`src/rtl/tbird_pkg.sv`:
```
// rtl/tbird_pkg.sv - shared types, lamp patterns and seven-segment codes for the T-Bird pattern monitor
package tbird_pkg;

    // Decoded sequencer mode
    typedef enum logic [1:0] {
        MODE_IDLE   = 2'd0,
        MODE_LEFT   = 2'd1,
        MODE_RIGHT  = 2'd2,
        MODE_HAZARD = 2'd3
    } mode_e;

    // Lamp bus: [5:3] = L3..L1 (outermost at [5]), [2:0] = R1..R3 (outermost at [0])
    localparam logic [5:0] PAT_OFF = 6'b000000;
    localparam logic [5:0] PAT_L1  = 6'b001000;
    localparam logic [5:0] PAT_L2  = 6'b011000;
    localparam logic [5:0] PAT_L3  = 6'b111000;
    localparam logic [5:0] PAT_R1  = 6'b000100;
    localparam logic [5:0] PAT_R2  = 6'b000110;
    localparam logic [5:0] PAT_R3  = 6'b000111;
    localparam logic [5:0] PAT_ALL = 6'b111111;

    // Active-low segment codes, bit order {g,f,e,d,c,b,a}
    localparam logic [6:0] SEG_IDLE   = 7'b0111111;
    localparam logic [6:0] SEG_LEFT   = 7'b1000111;
    localparam logic [6:0] SEG_RIGHT  = 7'b0101111;
    localparam logic [6:0] SEG_HAZARD = 7'b0001001;
    localparam logic [6:0] SEG_ERROR  = 7'b0000110;

    // What a single lamp pattern means on its own, independent of history
    typedef struct packed {
        logic       legal;
        mode_e      mode;
        logic [1:0] step;
    } pat_info_t;

    // Map a raw lamp pattern to mode/step; OFF carries no mode of its own
    function automatic pat_info_t decode_pattern(input logic [5:0] pat);
        pat_info_t info;
        info.legal = 1'b1;
        info.mode  = MODE_IDLE;
        info.step  = 2'd0;
        case (pat)
            PAT_OFF: begin
                info.mode = MODE_IDLE;
                info.step = 2'd0;
            end
            PAT_L1: begin
                info.mode = MODE_LEFT;
                info.step = 2'd1;
            end
            PAT_L2: begin
                info.mode = MODE_LEFT;
                info.step = 2'd2;
            end
            PAT_L3: begin
                info.mode = MODE_LEFT;
                info.step = 2'd3;
            end
            PAT_R1: begin
                info.mode = MODE_RIGHT;
                info.step = 2'd1;
            end
            PAT_R2: begin
                info.mode = MODE_RIGHT;
                info.step = 2'd2;
            end
            PAT_R3: begin
                info.mode = MODE_RIGHT;
                info.step = 2'd3;
            end
            PAT_ALL: begin
                info.mode = MODE_HAZARD;
                info.step = 2'd1;
            end
            default: begin
                info.legal = 1'b0;
            end
        endcase
        return info;
    endfunction

endpackage

```
`src/rtl/tbird_seg_mode_enc.sv`:
```
// rtl/tbird_seg_mode_enc.sv - combinational seven-segment encoder for decoded mode and error state
module tbird_seg_mode_enc
    import tbird_pkg::*;
(
    input  logic [1:0] mode,
    input  logic       err,
    output logic [6:0] seg
);

    // Error glyph takes priority so a fault is never hidden behind a mode letter
    always_comb begin
        seg = SEG_IDLE;
        if (err) begin
            seg = SEG_ERROR;
        end else begin
            case (mode_e'(mode))
                MODE_IDLE:   seg = SEG_IDLE;
                MODE_LEFT:   seg = SEG_LEFT;
                MODE_RIGHT:  seg = SEG_RIGHT;
                MODE_HAZARD: seg = SEG_HAZARD;
                default:     seg = SEG_IDLE;
            endcase
        end
    end

endmodule

```
`src/rtl/tbird_pattern_monitor.sv`:
```
// rtl/tbird_pattern_monitor.sv - lamp-bus sequence checker; TBIRD_MON_TIMING_CHECK_EN enables the min-gap and stall checks
module tbird_pattern_monitor
    import tbird_pkg::*;
#(
    parameter int unsigned MIN_GAP = 1_000_000,
    parameter int unsigned MAX_GAP = 50_000_000
) (
    input  logic       clk,
    input  logic       rst,
    input  logic [5:0] leds_in,
    input  logic       clear,
    output logic [1:0] mode,
    output logic [1:0] step,
    output logic       change,
    output logic       err_illegal,
    output logic       err_timing,
    output logic [6:0] seg
);

    // Counter must hold either bound so the min-gap compare never truncates
    localparam int unsigned GAP_BOUND = (MAX_GAP > MIN_GAP) ? MAX_GAP : MIN_GAP;
    localparam int          GAP_W     = $clog2(GAP_BOUND + 1);
    localparam logic [GAP_W-1:0] GAP_SAT  = GAP_W'(MAX_GAP);
    // Idle/stall fire on the edge that moves the counter onto MAX_GAP-1
    localparam logic [GAP_W-1:0] GAP_FIRE = GAP_W'(MAX_GAP - 2);
`ifdef TBIRD_MON_TIMING_CHECK_EN
    localparam logic [GAP_W-1:0] GAP_MIN  = GAP_W'(MIN_GAP - 1);
`endif

    logic [5:0]       leds_q, leds_d;
    logic [GAP_W-1:0] gap_q, gap_d;
    mode_e            mode_q, mode_d;
    logic [1:0]       step_q, step_d;
    logic             change_q, change_d;
    logic             err_illegal_q, err_illegal_d;

    logic             pat_changed;
    logic             trans_ok;
    pat_info_t        in_info;
    logic             illegal_hit;
    logic             timing_hit;

    assign pat_changed = (leds_in != leds_q);
    assign in_info     = decode_pattern(leds_in);

    // Which new patterns may follow the previous one; step 2/3 only from its predecessor
    always_comb begin
        trans_ok = 1'b0;
        case (leds_in)
            PAT_OFF, PAT_L1, PAT_R1, PAT_ALL: trans_ok = 1'b1;
            PAT_L2:  trans_ok = (leds_q == PAT_L1);
            PAT_L3:  trans_ok = (leds_q == PAT_L2);
            PAT_R2:  trans_ok = (leds_q == PAT_R1);
            PAT_R3:  trans_ok = (leds_q == PAT_R2);
            default: trans_ok = 1'b0;
        endcase
    end

    // Next-state: change handling, gap counting, idle/stall decisions and error detection
    always_comb begin
        leds_d      = leds_q;
        gap_d       = gap_q;
        mode_d      = mode_q;
        step_d      = step_q;
        change_d    = 1'b0;
        illegal_hit = 1'b0;
        timing_hit  = 1'b0;

        if (pat_changed) begin
            leds_d   = leds_in;
            gap_d    = '0;
            change_d = 1'b1;
            if (in_info.legal && trans_ok) begin
                step_d = in_info.step;
                // OFF keeps the current mode; only the idle timeout returns to IDLE
                if (leds_in != PAT_OFF) begin
                    mode_d = in_info.mode;
                end
            end else begin
                illegal_hit = 1'b1;
            end
`ifdef TBIRD_MON_TIMING_CHECK_EN
            if ((mode_q != MODE_IDLE) && (gap_q < GAP_MIN)) begin
                timing_hit = 1'b1;
            end
`endif
        end else begin
            if (gap_q != GAP_SAT) begin
                gap_d = gap_q + GAP_W'(1);
            end
            // Counter saturates past this value, so this fires once per static episode
            if (gap_q == GAP_FIRE) begin
                if (leds_q == PAT_OFF) begin
                    mode_d = MODE_IDLE;
                end else begin
`ifdef TBIRD_MON_TIMING_CHECK_EN
                    timing_hit = 1'b1;
`endif
                end
            end
        end

        // A fresh error in the clear cycle survives the clear
        err_illegal_d = (err_illegal_q & ~clear) | illegal_hit;
    end

    // Register all monitor state
    always_ff @(posedge clk) begin
        if (rst) begin
            leds_q        <= PAT_OFF;
            gap_q         <= '0;
            mode_q        <= MODE_IDLE;
            step_q        <= 2'd0;
            change_q      <= 1'b0;
            err_illegal_q <= 1'b0;
        end else begin
            leds_q        <= leds_d;
            gap_q         <= gap_d;
            mode_q        <= mode_d;
            step_q        <= step_d;
            change_q      <= change_d;
            err_illegal_q <= err_illegal_d;
        end
    end

`ifdef TBIRD_MON_TIMING_CHECK_EN
    logic err_timing_q, err_timing_d;

    // Sticky timing flag, same clear/override rule as the illegal flag
    always_comb begin
        err_timing_d = (err_timing_q & ~clear) | timing_hit;
    end

    // Register the timing flag
    always_ff @(posedge clk) begin
        if (rst) begin
            err_timing_q <= 1'b0;
        end else begin
            err_timing_q <= err_timing_d;
        end
    end

    assign err_timing = err_timing_q;
`else
    logic unused_timing;
    assign unused_timing = timing_hit;
    assign err_timing    = 1'b0;
`endif

    assign mode        = mode_q;
    assign step        = step_q;
    assign change      = change_q;
    assign err_illegal = err_illegal_q;

    tbird_seg_mode_enc u_seg_enc (
        .mode (mode_q),
        .err  (err_illegal_q | err_timing),
        .seg  (seg)
    );

endmodule

```
`config.mk`:
```
export PLATFORM = sky130hd
export DESIGN_NAME = tbird_pattern_monitor
export DESIGN_NICKNAME = d
export VERILOG_FILES = /design/src/rtl/tbird_pkg.sv /design/src/rtl/tbird_seg_mode_enc.sv /design/src/rtl/tbird_pattern_monitor.sv
export SDC_FILE = /design/constraint.sdc
export NUM_CORES = 1
export LEC_CHECK = 0
export ABC_CLOCK_PERIOD_IN_PS = 3840
export CAP_MARGIN = 25
export CORE_MARGIN = 8
export CORE_UTILIZATION = 35
export DETAILED_ROUTE_END_ITERATION = 10
export PLACE_DENSITY = 0.62
export SLEW_MARGIN = 5
export SYNTH_ARGS = -nofsm -noshare
export SYNTH_HDL_FRONTEND = slang
export SYNTH_SLANG_ARGS = --single-unit
```
`constraint.sdc`:
```
create_clock -name clk -period 3.84 [get_ports clk]
set_clock_uncertainty 0.1 [all_clocks]
set_input_delay 0.576 -clock clk [delete_from_list [all_inputs] [get_ports clk]]
set_output_delay 0.576 -clock clk [all_outputs]
set_load 0.02 [all_outputs]
```
==> results.md, run 1 <==
- The sum of overflow across all layers after global routing is 0.
- The post-cts resize count is 0.
- During synthesis, Yosys emitted a total of 0 warnings.
- The critical path endpoint is step[1]$_SDFFE_PP0P_.
- The number of hold violations in the final report came to 0.
- The switching power of the nets is 0.000190 W.
- The post-route fraction of the period consumed by the critical path is 71.6%.
- The count of nets left with antenna violations once routing finished came out at 0.
- Net switching is 21.5% of the power.
- The highest clock frequency the design can meet is 0.364 GHz.
- The reg2reg setup slack is 1.67 ns.
- The congestion estimate from routability-driven global placement came to 0.881.
- The layout-stage area growth over the synthesis result is 18.1%.
- The clock drives 38 sinks.
- The number of cell instances on the worst register-to-register path is 6.
- Summing all flip-flop and latch instances after layout gives 761 sq um.
- For this block, the via count after detailed routing is 1637.
- The layout cell share with drive strength beyond 1 is 5.79%.
- Adding up every negative setup slack in the final design gives 0 ns.
- Counting the buffers created by CTS gives 5.
- For this run, the total global-route usage over all layers was measured as 9.69%.
- Of the total power, combinational logic draws 7.8%.
- The standard cell core area is 5540 sq um.
- The multi-input gate area in the final layout is 1140 sq um.
- The clock insertion delay at the later pin of the skew report is 0.30 ns.
- The capturing point of the worst reg2reg path is gap_q[22]$_SDFFE_PP0P_.
- The initial antenna violation count came to 0.
- The first global-routing pass estimated 6840 um of wire.
- IR analysis of the VDD net gives a maximum drop of 0.147 mV.
- Counting flops with a built-in enable in the synthesized netlist gives 0.
- Counting every net in the synthesized netlist gives 255.
- For this run, the register share of the synthesized area comes to 37.9%.
- The share of total power in sequential cells is 46.0%.
- The number of violations of the max-capacitance limit is 0.
- The worst hold-check path type is flip-flop to flip-flop.
- In this run the tightest slew margin relative to its limit is 36.1%.
- The via density per instance is 4.95.
- The gate count after technology mapping is 243.
- Summed over all nets, the half-perimeter wirelength after detailed placement is 2900 um.
- Power spread over the standard cell area amounts to 372 nW/um^2.
- The number of setup buffers added after CTS is 0.
- Setup violations remaining at the end of the flow were counted as 0.
- Wires add up to 3850 um.
- The maximum fanout along the worst path is 11.
- The critical path in this run is classified as input port to flip-flop.
- The flow ran to the end, and the final reports show no timing, DRC or antenna violations.
- The count of H-tree levels built during CTS is 2.
- The number of buffers inserted for hold repair after clock tree synthesis is 0.
- After the first detailed-routing iteration, the DRC count stood at 84.
- The max-slew violation count is 0.
- The floorplan die width is 91.7 um.
- The clock tree buffer depth is 2.
- The routed length per placed instance is 11.6 um.
- The count of distinct cell types in the synthesized netlist is 44.
- The startpoint identified for the worst register-to-register timing path is gap_q[1]$_SDFFE_PP0P_.
- The antenna diode count is 0.
- The utilization after layout is 42.8%.
- The via count of the first global-routing pass is 1475.
- After synthesis, the cell types taking the most area are dfxtp_1, xor2_1, nor2_1.
- The filler cells instantiated in the layout total 568.
- At the worst endpoint, the arrival time is 2.81 ns.
- The number of search-and-repair iterations in the first detailed-routing pass is 4.
- The proportion of register bits with asynchronous set or reset after synthesis is 0%.
- After synthesis the cells add up to 2010 sq um.
- Among all flip-flop cells after synthesis, the most frequent one is dfxtp_1.
- The worst setup path is launched from an input port.
- The required time reported for the critical path endpoint is 3.90 ns.
- The synthesized area per cell is 8.26 sq um.
- The minimum clock period is 2.75 ns.
- The full die area is 8410 sq um.
- The count of nets after finishing is 270.
- The worst setup path is captured at a flip-flop.
- Setup repair after global routing left no endpoint under its margin.
- Row generation in the floorplan step produced 27 rows.
- TritonCTS built the clock tree.
- The top-level port count is 23.
- The DRC violation count after routing is 0.
- The cell type with the largest total area after synthesis is dfxtp_1.
- The most critical setup path has its startpoint at leds_in[5].
- The starting density of the core is 36.2%.
- Buffers placed on the I/O ports in this run total 21.
- Measured along the y axis, the die boundary spans 91.7 um.
- The slew at the pin with the worst max-slew slack is 0.958 ns.
- In this run the static leakage power is 0.765 nW.
- The area share of the largest cell type after synthesis is 37.9%.
- The tree is rooted in a clkbuf_8.
- The pin count of the biggest net entering global routing is 27.
- The internal power consumption is 0.000691 W.
- The clock transition at the registers of the reported paths is 0.08 ns.
- The number of storage elements in the synthesis netlist is 38.
- The clock share of power is 46.2%.
[Yosys cell counts, drive strengths merged (2+ instances only)]
cell and count:
xnor2 12, nand2 22, nand2b 3, a21oi 7, nor2b 6, nor2 38
nand4 9, dfxtp 38, nand3 11, mux2i 3, or3 8, ha 3
nor3 12, inv 7, xor2 18, a211oi 2, o21ai 4, and3 6
clkbuf 7, nor4 3, buf 7
[worst max-delay path: stages]
cell and delay, ns:
clkdlybuf4s50_1 0.59, or3_1 0.55, o21ai_0 0.24, o2111ai_2 0.19, a211oi_4 0.37, o221a_2 0.24
nor3_1 0.04
[cells in the final DEF, fill, tap and decap left out, types with 7 or more instances in the layout]
| cell type | count |
|---|---|
| a21oi_1 | 7 |
| clkdlybuf4s50_1 | 21 |
| dfxtp_1 | 38 |
| inv_1 | 7 |
| nand2_1 | 22 |
| nand3_1 | 11 |
| nand4_1 | 9 |
| nor2_1 | 38 |
| nor3_1 | 12 |
| or3_1 | 7 |
| xnor2_1 | 12 |
| xor2_1 | 18 |
[layer usage]
layer	routed length, um	GRT usage (%)	share of wire, %
met1	1880	12.6	49
met2	1680	14.5	44
met3	216	2.85	5.6
met4	75	4.43	1.9
met5	0	0	0
[area by class of cell]
cell class | instances | area share [%]
multi-input cells | 184 | 48.0
clock buffers | 5 | 2.90
repair buffers | 22 | 9.18
inverters | 7 | 1.11
clock inverters | 3 | 2.90
flip-flops and latches | 38 | 32.1
well taps | 72 | 3.80
[kinds of logic after synthesis]
logic type               after synthesis  share of synthesized area, %
AO/OA/AOI/OAI                         22                          8.35
multiplexers                           3                          1.50
AND/OR/NAND/NOR                      125                          31.7
buffers and inverters                 21                          5.36
adder cells (fa/ha/maj)                3                          1.87
other                                  1                         0.187
XOR/XNOR                              30                          13.1
flip-flops                            38                          37.9
[worst min path at each step]
stage | start | to | slack (ns) | cells past startpoint
floorplan | gap_q[22]$_SDFFE_PP0P_ | gap_q[22]$_SDFFE_PP0P_ | 0.35 | 2
global placement | gap_q[22]$_SDFFE_PP0P_ | gap_q[22]$_SDFFE_PP0P_ | 0.37 | 2
detailed placement | gap_q[22]$_SDFFE_PP0P_ | gap_q[22]$_SDFFE_PP0P_ | 0.38 | 2
CTS | gap_q[22]$_SDFFE_PP0P_ | gap_q[22]$_SDFFE_PP0P_ | 0.39 | 2
global route | step[0]$_SDFFE_PP0P_ | step[0]$_SDFFE_PP0P_ | 0.43 | 2
finish | gap_q[22]$_SDFFE_PP0P_ | gap_q[22]$_SDFFE_PP0P_ | 0.39 | 2
[registers in the layout (all words and copies together) (netlist names)]
signal       flops
gap_q           26
change           1
mode             2
err_illegal      1
leds_q           6
step             2
[metrics by stage]
stage	total power [W]	std cells	worst slack (ns)	hold slack [ns]	instance area, sq um
2_1_floorplan	0.000461	243	1.41	0.354	2010
3_3_place_gp	0.000484	323	0.867	0.371	2230
3_5_place_dp	0.000484	323	0.806	0.377	2230
4_1_cts	0.000896	331	1.12	0.390	2370
5_1_grt	0.000920	331	0.954	0.426	2370
6_report	0.000881	331	1.09	0.391	2370
[power groups by stage]
stage	Sequential [W]	Clock (W)	Combinational, W
6_report	0.000405	0.000407	0.0000690
5_1_grt	0.000406	0.000438	0.0000752
4_1_cts	0.000405	0.000421	0.0000693
3_5_place_dp	0.000415	0	0.0000690
3_3_place_gp	0.000415	0	0.0000691
2_1_floorplan	0.000416	0	0.0000450
(Power assumes the default switching activity.)
==> run 2, diff against run 1 <==
- ABC_CLOCK_PERIOD_IN_PS: 3840 -> 2400
- PLACE_DENSITY: 0.62 -> 0.64
- clock period: 3.84 -> 2.4 ns (I/O delays scaled with it)
==> run 2 against run 1 <==
Critical path depth is the same. Sequential cell count did not move. Worst setup slack lost 0.95 ns. Register-to-register slack got worse by 1.4 ns. Count of clock-buffer cells in the layout rose by 1. Sequential share of layout area fell by 1.3 points. Utilization is 1.8 points higher. Via count increased by 3.7%. First-iteration DRC count decreased by 2.4%. Combinational power is 87% higher. Cell count up 5.1%. Largest power group is now sequential cells.
==> results.md, run 2 (same netlist as run 1, synthesis figures left out) <==
- The run finished with clean final reports.
- The number of hold violations in the final report is 0 (unchanged).
- The top-level port count is 23 (unchanged).
- The internal power consumption was 0.000935 W (+35%).
- The number of violations of the max-capacitance limit is 0 (unchanged).
- The routed length per placed instance is 12.3 um (+5.5%).
- The share of total power in sequential cells is 52.4% (+6.4 points).
- The post-cts resize count is 0 (unchanged).
- The initial antenna violation count is 0 (unchanged).
- The starting density of the core is 36.2% (unchanged).
- The count of nets after finishing is 287 (+6.3%).
- The cell at the root of the clock tree is clkbuf_8.
- The DRC violation count after routing is 0 (unchanged).
- The endpoint identified for the worst register-to-register timing path is gap_q[22]$_SDFFE_PP0P_.
- The critical path arrival came to 2.34 ns (-0.47 ns).
- The number of buffers inserted during clock tree synthesis is 5 (unchanged).
- The maximum fanout along the worst path is 5 (-6).
- Setup repair after global routing left no endpoint under its margin.
- The post-route fraction of the period consumed by the critical path is 93.9%.
- The worst hold path begins at step[1]$_SDFFE_PP0P_.
- The number of cell instances on the worst register-to-register path is 6 (unchanged).
- The standard cell core area came to 5540 sq um (unchanged).
- Timing would allow up to 0.444 GHz.
- The standby leakage power is 0.828 nW (+8.2%).
- The number of flip-flops under the largest register name came to 26 (unchanged).
- The wire length of the first global-routing pass was 7510 um (+9.9%).
- The estimated wirelength of the detail-placed design is 3190 um (+9.8%).
- The total power of the final layout is 0.00124 W (+41%).
- The full die area is 8410 sq um (unchanged).
- The cell area power density is 502 nW/um^2 (+35%).
- The switching power of the nets came to 0.000304 W (+60%).
- The slew at the pin with the worst max-slew slack is 0.525 ns (-0.433 ns).
- The count of H-tree levels built during CTS is 2 (unchanged).
- The number of cell rows was 27 (unchanged).
- The number of buffers inserted by post-CTS setup repair was 0 (unchanged).
- The clock share of power is 37.2% (-9.0 points).
- The y dimension of the die is 91.7 um (unchanged).
- The maximum vdd ir drop is 0.197 mV (+34%).
- STA classifies the critical path startpoint as an input port.
- The largest register by flop count is gap_q.
- The total length of routed wires came to 4270 um (+11%).
- The floorplan die width came to 91.7 um (unchanged).
- The worst slew margin relative to its limit is 64.7% (+29 points).
- The required time reported for the critical path endpoint is 2.49 ns (-1.41 ns).
- The placed standard-cell area came to 2370 sq um (+6.3%).
- The clock insertion delay at the later pin of the skew report is 0.30 ns (about the same).
- The switching share of power is 24.6% (+3.0 points).
- The number of buffers inserted for hold repair after clock tree synthesis is 0 (unchanged).
- The total number of vias was 1697 (+3.7%).
- Relative to the synthesized area, the layout overhead comes to 23.0%.
- The max-slew violation count came to 0 (unchanged).
- The instance count along the most critical hold path is 2 (unchanged).
- The pin count of the biggest net entering global routing came to 27 (unchanged).
- The number of DRC violations after detailed-routing iteration 0 is 82 (-2.4%).
- The library cells used most frequently in the layout, excluding fill and tap cells, are nor2_1, dfxtp_1, nand2_1.
- The count of input and output buffers is 21 (unchanged).
- The path class of the tightest hold or removal check is flip-flop to flip-flop.
- The capture endpoint of the worst hold path is step[1]$_SDFFE_PP0P_.
- The combinational group share of total power came to 10.4% (+2.6 points).
- The reg2reg setup slack is 0.31 ns (-1.36 ns).
- The origin of the critical flop-to-flop path is gap_q[1]$_SDFFE_PP0P_.
- The clock tree buffer depth is 2 (unchanged).
- The largest registers in the layout are gap_q x26, leds_q x6.
- TritonCTS built the clock tree.
- The TritonCTS sink count is 38 (unchanged).
- The via density per instance is 4.88 (-1.4%).
- The type of the worst setup path is input port to flip-flop.
- After layout, the minimum clock period comes to 2.25 ns.
- The antenna diode count came to 0 (unchanged).
- The number of setup violations in the final report is 0 (unchanged).
- The area of all placed cells without fillers is 2470 sq um (+4.1%).
- The final worst hold slack is 0.399 ns (+0.00865 ns).
- The endpoint kind of the worst setup timing path is a flip-flop.
- The number of search-and-repair iterations in the first detailed-routing pass was 4 (unchanged).
- The layout cell share with drive strength beyond 1 was 11.6% (+5.8 points).
- The utilization after layout is 44.6% (+1.8 points).
- The via count of the first global-routing pass is 1655 (+12%).
- The sum of overflow across all layers after global routing came to 0 (unchanged).
- The clock transition at the registers of the reported paths is 0.07 ns (about the same).
- The total global routing track utilization is 10.8% (+1.1 points).
- The number of antenna-violating nets in the routed design was 0 (unchanged).
- The routability congestion estimate is 0.860 (-2.4%).
run 2: cell types whose count changed in the layout (fill, tap and decap cells not counted), sizes merged:
cell,previous run,this run
clkinvlp,0,1
buf,1,18
clkbuf,5,6
bufinv,2,0
run 2: layer usage:
metal | vias to the layer above | share of wire [%] | GRT usage (%)
met3 | 7 | 4.2 | 3.02
met4 | 0 | 2.3 | 6.04
li1 | 888 | - | -
met1 | 777 | 50 | 13.2
met2 | 25 | 44 | 16.8
met5 | - | 0 | 0
run 2: layout make-up:
cell class | count | area (sq um)
multi-input combinational | 184 | 1140
timing repair buffer | 39 | 358
clock inverter | 2 | 12.5
inverter | 7 | 26.3
sequential | 38 | 761
fill | 570 | 3070
clock buffer | 6 | 82.6
tap | 72 | 90.1
run 2: power by group through the flow:
stage	sequential (W)	clock, W	combinational, W
floorplan	0.000666	0	0.0000721
global placement	0.000663	0	0.000129
detailed placement	0.000664	0	0.000129
CTS	0.000649	0.000474	0.000130
global route	0.000651	0.000509	0.000139
finish	0.000649	0.000461	0.000129
run 2: stage by stage:
step	worst slack, ns	TNS [ns]	instances
floorplan	0.189	0	243
global placement	-0.0971	-0.407	340
detailed placement	-0.156	-0.683	340
CTS	0.159	0	348
global route	0.0361	0	348
finish	0.146	0	348
run 2: worst max-delay path: stages:
cell and delay (ns):
clkdlybuf4s50_1 0.44, or3_1 0.45, o21ai_0 0.24, o2111ai_2 0.21
a211oi_4 0.37, o221a_2 0.24, nor3_1 0.04
run 2: worst max path at each step:
stage,start,endpoint,cells past startpoint
6_report,leds_in[5],step[1]$_SDFFE_PP0P_,7
5_1_grt,leds_in[5],step[0]$_SDFFE_PP0P_,7
4_1_cts,leds_in[5],step[1]$_SDFFE_PP0P_,7
3_5_place_dp,leds_in[5],step[1]$_SDFFE_PP0P_,7
3_3_place_gp,leds_in[5],step[1]$_SDFFE_PP0P_,7
2_1_floorplan,leds_in[1],step[1]$_SDFFE_PP0P_,8
==> run 3, diff against run 2 <==
- SLEW_MARGIN: 5 -> not set
==> results of run 3 <==
The final DEF is identical to that of run 2; final timing and power are the same.
